`config.mk`:
```
export PLATFORM = sky130hd
export DESIGN_NAME = mem_access_unit
export DESIGN_NICKNAME = d
export VERILOG_FILES = /design/src/rtl/mem_access_unit_pkg.sv /design/src/rtl/mem_access_unit_line_word_mux.sv /design/src/rtl/mem_access_unit.sv
export SDC_FILE = /design/constraint.sdc
export NUM_CORES = 1
export LEC_CHECK = 0
export CAP_MARGIN = 5
export CORE_AREA = 2 2 250 252
export CTS_BUF_LIST = sky130_fd_sc_hd__clkbuf_16
export CTS_CLUSTER_SIZE = 40
export DETAILED_ROUTE_END_ITERATION = 8
export DIE_AREA = 0 0 252 254
export PLACE_DENSITY = 0.61
export SETUP_SLACK_MARGIN = 0.05
export SYNTH_ARGS = -nofsm -noshare
export SYNTH_HDL_FRONTEND = slang
export SYNTH_SLANG_ARGS = --single-unit
export TNS_END_PERCENT = 100
```
`constraint.sdc`:
```
create_clock -name clk_i -period 2.15 [get_ports clk_i]
set_input_delay 0.215 -clock clk_i [delete_from_list [all_inputs] [get_ports clk_i]]
set_output_delay 0.215 -clock clk_i [all_outputs]
set_load 0.02 [all_outputs]
```
`src/rtl/mem_access_unit_pkg.sv`:
```
// mem_access_unit_pkg: shared FSM encoding and cache-line/word geometry for the CPU memory path
package mem_access_unit_pkg;
  localparam int LINE_BITS     = 256;
  localparam int WORD_BITS     = 32;
  localparam int LINE_OFF_BITS = 5;
  localparam int WORD_IDX_LSB  = 2;
  localparam int WORD_IDX_BITS = 3;
  typedef enum logic [2:0] {IDLE, RD_REQ, RD_WAIT, WR_REQ, WR_WAIT, DONE} state_e;
endpackage

```
`src/rtl/mem_access_unit_line_word_mux.sv`:
```
// line_word_mux: selects one word of a line and splices a replacement word into the same slot
module line_word_mux #(
  parameter int LINE_BITS = 256,
  parameter int WORD_BITS = 32,
  parameter int IDX_BITS  = 3
) (
  input  logic [LINE_BITS-1:0] line_i,
  input  logic [IDX_BITS-1:0]  idx_i,
  input  logic [WORD_BITS-1:0] word_i,
  output logic [WORD_BITS-1:0] word_o,
  output logic [LINE_BITS-1:0] line_o
);
  // word 0 sits in the least-significant bits of the line
  always_comb begin
    word_o = '0;
    line_o = line_i;
    for (int k = 0; k < LINE_BITS / WORD_BITS; k++)
      if (idx_i == k[IDX_BITS-1:0]) begin
        word_o = line_i[k*WORD_BITS +: WORD_BITS];
        line_o[k*WORD_BITS +: WORD_BITS] = word_i;
      end
  end
endmodule

```
`src/rtl/mem_access_unit.sv`:
```
// mem_access_unit: MEM-stage bridge that turns word loads/stores into off-chip line read / read-modify-write transactions
module mem_access_unit #(
  parameter int LINE_BITS = mem_access_unit_pkg::LINE_BITS,
  parameter int WORD_BITS = mem_access_unit_pkg::WORD_BITS
) (
  input  logic                 clk_i,
  input  logic                 rst_i,
  input  logic                 start_i,
  input  logic                 MemRead_i,
  input  logic                 MemWrite_i,
  input  logic [31:0]          addr_i,
  input  logic [WORD_BITS-1:0] wdata_i,
  output logic [WORD_BITS-1:0] rdata_o,
  output logic                 mem_stall_o,
  output logic                 mem_enable_o,
  output logic                 mem_write_o,
  output logic [31:0]          mem_addr_o,
  output logic [LINE_BITS-1:0] mem_data_o,
  input  logic [LINE_BITS-1:0] mem_data_i,
  input  logic                 mem_ack_i
);
  import mem_access_unit_pkg::*;

  state_e               state_q, state_d;
  logic [31:2]          addr_q, addr_d;
  logic [WORD_BITS-1:0] wdata_q, wdata_d, rdata_q, rdata_d, sel_word;
  logic                 wr_q, wr_d;
  logic [LINE_BITS-1:0] line_q, line_d, merged_line;
  logic                 req;
  logic                 unused_addr_lo;

  assign req            = start_i && (MemRead_i || MemWrite_i);
  assign unused_addr_lo = ^addr_i[1:0];

  line_word_mux #(
    .LINE_BITS(LINE_BITS),
    .WORD_BITS(WORD_BITS),
    .IDX_BITS (WORD_IDX_BITS)
  ) u_mux (
    .line_i(mem_data_i),
    .idx_i (addr_q[WORD_IDX_LSB +: WORD_IDX_BITS]),
    .word_i(wdata_q),
    .word_o(sel_word),
    .line_o(merged_line)
  );

  // every transaction reads the line first; a pending store merges into it and writes it back
  always_comb begin
    state_d = state_q;
    addr_d  = addr_q;
    wdata_d = wdata_q;
    wr_d    = wr_q;
    line_d  = line_q;
    rdata_d = rdata_q;
    case (state_q)
      IDLE: if (req) begin
        state_d = RD_REQ;
        addr_d  = addr_i[31:2];
        wdata_d = wdata_i;
        wr_d    = MemWrite_i;
      end
      RD_REQ:  state_d = RD_WAIT;
      RD_WAIT: if (mem_ack_i) begin
        rdata_d = sel_word;
        line_d  = wr_q ? merged_line : mem_data_i;
        state_d = wr_q ? WR_REQ : DONE;
      end
      WR_REQ:  state_d = WR_WAIT;
      WR_WAIT: if (mem_ack_i) state_d = DONE;
      DONE:    state_d = IDLE;
      default: state_d = IDLE;
    endcase
  end

  // reset abandons any in-flight transaction and clears all captured state
  always_ff @(posedge clk_i or negedge rst_i) begin
    if (!rst_i) begin
      state_q <= IDLE;
      addr_q  <= '0;
      wdata_q <= '0;
      wr_q    <= 1'b0;
      line_q  <= '0;
      rdata_q <= '0;
    end else begin
      state_q <= state_d;
      addr_q  <= addr_d;
      wdata_q <= wdata_d;
      wr_q    <= wr_d;
      line_q  <= line_d;
      rdata_q <= rdata_d;
    end
  end

  assign mem_stall_o  = rst_i && ((state_q == IDLE) ? req : (state_q != DONE));
  assign mem_enable_o = (state_q == RD_REQ) || (state_q == WR_REQ);
  assign mem_write_o  = state_q == WR_REQ;
  assign mem_addr_o   = {addr_q[31:LINE_OFF_BITS], {LINE_OFF_BITS{1'b0}}};
  assign mem_data_o   = ((state_q == WR_REQ) || (state_q == WR_WAIT)) ? line_q : '0;
  assign rdata_o      = rdata_q;
endmodule

```
==> reports/results.tsv <==
stage	metric	value	unit
place	detailed placement HPWL	61200	um
power_and_ir_drop	Static Leakage	13.6	nW
sta	Fin. Hold Viols	0	
hold_path	Hold Path Class	input pin to flop	
cells_and_area	register area	0.00887	sq mm
clock_tree	CTS buffer count	42	
cells_and_area	Multi-input gate area	0.0102	sq mm
grt	met2 Track Usage GR	43.2	%
outcome	violated checks	setup timing	
synth	Async SR Flop Fraction	100	%
synth	synthesized area per cell	9.60	sq um
synth	Post-synth EDFFs	0	
grt	initial antenna violation count	11	
synth	ys flop type	dfrtp_1	
floorplanning	Die Width	252	um
clock_tree	CTS HTree Levels	2	
synth	Syn Std Cell Area	0.0200	sq mm
place	I/O Buffers	641	
sta	Final min period	2.51	ns
cells_and_area	fill cell count	5744	
floorplanning	Die Y	254	um
routing	routed wire length per instance	25.3	um
clock_tree	CTS tree	built	
power_and_ir_drop	total power	44.1	mW
cells_and_area	share of cells above drive strength 1	25.1	%
setup_path	CP startpoint kind	flop	
sta	# setup viols final	258	
clock_tree	CTS Root Buffer Type	clkbuf_16	
floorplanning	CORE AREA	0.0613	sq mm
synth	FF+latch count, synth	354	
cells_and_area	fin cells	3484	
power_and_ir_drop	PwrDens	1480	mW/mm^2
grt	vias in the first global route	18792	
sta	total negative slack	-67.18	ns
sta	actual slew at the worst max-slew pin	0.969	ns
power_and_ir_drop	VDD IR max	0.768	mV
cells_and_area	Area growth syn-to-layout	49.5	%
clock_tree	clk_lat worst skew	0.56	ns
setup_path	Critical Path End Type	output pin	
clock_tree	clock slew at reported path FFs	0.06	ns
place	Placed Instances	3368	
floorplanning	die area	0.0640	sq mm
sta	max-slew violations	0	
routing	DRT antenna net count	0	
floorplanning	Initial Util	32.6	%
sta	RSZ-0062 raised after global routing	yes	
grt	largest net degree at the start of global routing	152	
flow_run	max-cap viol count	0	
cells_and_area	Final Net Count	2984	
setup_path	Crit path required time	1.93	ns
routing	initial DRC count	1377	
synth	sequential area share after synthesis	44.4	%
synth	Syn Inst Count	2078	
grt	GR met3 Demand/Resource	6.22	%
sta	Clock Skews	0.0107	ns
sta	post-route setup slack	-0.361	ns
synth	Cell variety after synth	37	
sta	max frequency	0.398	GHz
setup_path	Critical Path AT	2.30	ns
sta	Slew HR	35.4	%
cells_and_area	commonest non-fill, non-tap cell in the layout	clkdlybuf4s50_1	
cells_and_area	most frequent cells in the layout	clkdlybuf4s50_1 (384), dfrtp_1 (351), mux2i_1 (257)	
grt	first-pass GRT wire length	124000	um
routing	Initial DRT Pass Iterations	6	
cells_and_area	fin util	48.7	%
floorplanning	I/O Pins	649	
grt	Remaining Overflow, GRT	0	
grt	global routing usage on met1	32.2	%
clock_tree	Clock Sinks	354	
setup_path	crit path max fanout	8	
routing	vias	18565	
outcome	run status	finished, violations left	
clock_tree	CTS Buffer Depth	3	
routing	Post-route DRC	0	
floorplanning	# rows	91	
routing	drt via density	5.33	
place	Routability Congestion	0.894	
grt	GRT busiest layer	met2	
sta	final period utilization	117	%
grt	overall routing resource usage	25.9	%
setup_path	kind of critical path	flop to output pin	
routing	final WL	88300	um
synth	YS warnings	0	
[routing by layer]
metal / wire, um / vias up
li1: - / 8304
met1: 35100 / 9108
met2: 42500 / 943
met3: 6920 / 202
met4: 3730 / 8
met5: 57 / -
[worst max-delay path, cell delays in order, from the launching register on]
cell and delay (ns):
dfrtp_1 0.39, and2b_1 0.22, and2_4 0.15, nand2b_4 0.21
buf_12 0.17, buf_16 0.15, buf_12 0.14, and2_4 0.17
buf_6 0.12
[final cells by class]
cell class	instances	share of cell area (%)
timing repair buffer	774	27.8
inverter	2	0.0252
tap	790	3.31
sequential	354	29.7
clock buffer	45	3.78
antenna	8	0.0671
clock inverter	27	0.923
multi-input combinational	1484	34.3
[kinds of logic (layout without fill, tap and decap cells)]
group           Yosys count  count (layout)  share of synthesized area, %
buf+inv                 244             848                          6.27
flops                   354             354                          44.4
compound gates          487             487                          13.8
other cells               1              13                        0.0188
simple gates            640             640                          16.1
mux                     352             352                          19.4
[sequential cells by signal, summed over array words and instances (netlist names)]
register  count
wdata_q      32
addr_q       30
wr_q          1
line_q      256
rdata_o      32
state_q       3
[where the power goes]
part,total [mW],switching (mW),internal (mW)
Sequential,12.8,2.92,9.85
Combinational,23.9,12.4,11.5
Clock,7.41,2.94,4.47
[synthesized netlist by cell type, types with 3 or more instances]
cell type  instances  area share [%]
a21oi_1          163             4.1
a31oi_1           32             1.0
and2_1           257             8.1
dfrtp_1          354              44
o21ai_1          161             4.0
buf_1              4           0.075
o22ai_1           64             2.0
or2_0             30            0.94
mux2i_1          257              13
a22oi_1           32             1.2
mux2_2            32             1.8
nor2b_1            3           0.094
clkbuf_1          96             1.8
nand2_1          197             3.7
buf_4             43             1.6
mux2_1             3            0.17
o2bb2ai_1         32             1.4
mux2_4            60             4.5
nor3b_1            3            0.11
nand2b_1           3           0.094
buf_2             91             2.3
buf_6              8            0.45
nor2_1           132             2.5
[worst paths after layout]
path                       cells past startpoint   startpoint               to  slack, ns
max reg2reg                                    6    addr_q[3]       rdata_o[0]       0.17
min                                            2  wdata_i[18]      wdata_q[18]       0.26
max                                            8   state_q[2]  mem_data_o[164]      -0.36
min reg2reg                                    2  line_q[155]      line_q[155]       0.48
min in group asynchronous                      3        rst_i       wdata_q[7]       0.30
max in group asynchronous                      4        rst_i       addr_q[24]       0.91
[stage by stage]
step	setup slack [ns]	hold WS [ns]	instance area, sq um
4_1_cts	-0.413	0.231	29200
3_3_place_gp	-0.176	0.261	27500
6_report	-0.361	0.261	29800
3_5_place_dp	-0.173	0.269	27500
5_1_grt	-0.438	0.245	29800
2_1_floorplan	0.195	-0.0806	20000
[what timing repair did]
action / CTS / global route
setup endpoints to repair: 259 / 259
buffers inserted: 3 / 14
hold buffers: 1 / 0
cloned: 4 / 14
endpoints found under the hold margin: 307 / 0
gates resized for setup: 722 / 589
pin swaps: 8 / 43
Note: power is estimated with default switching activity, not from simulation.
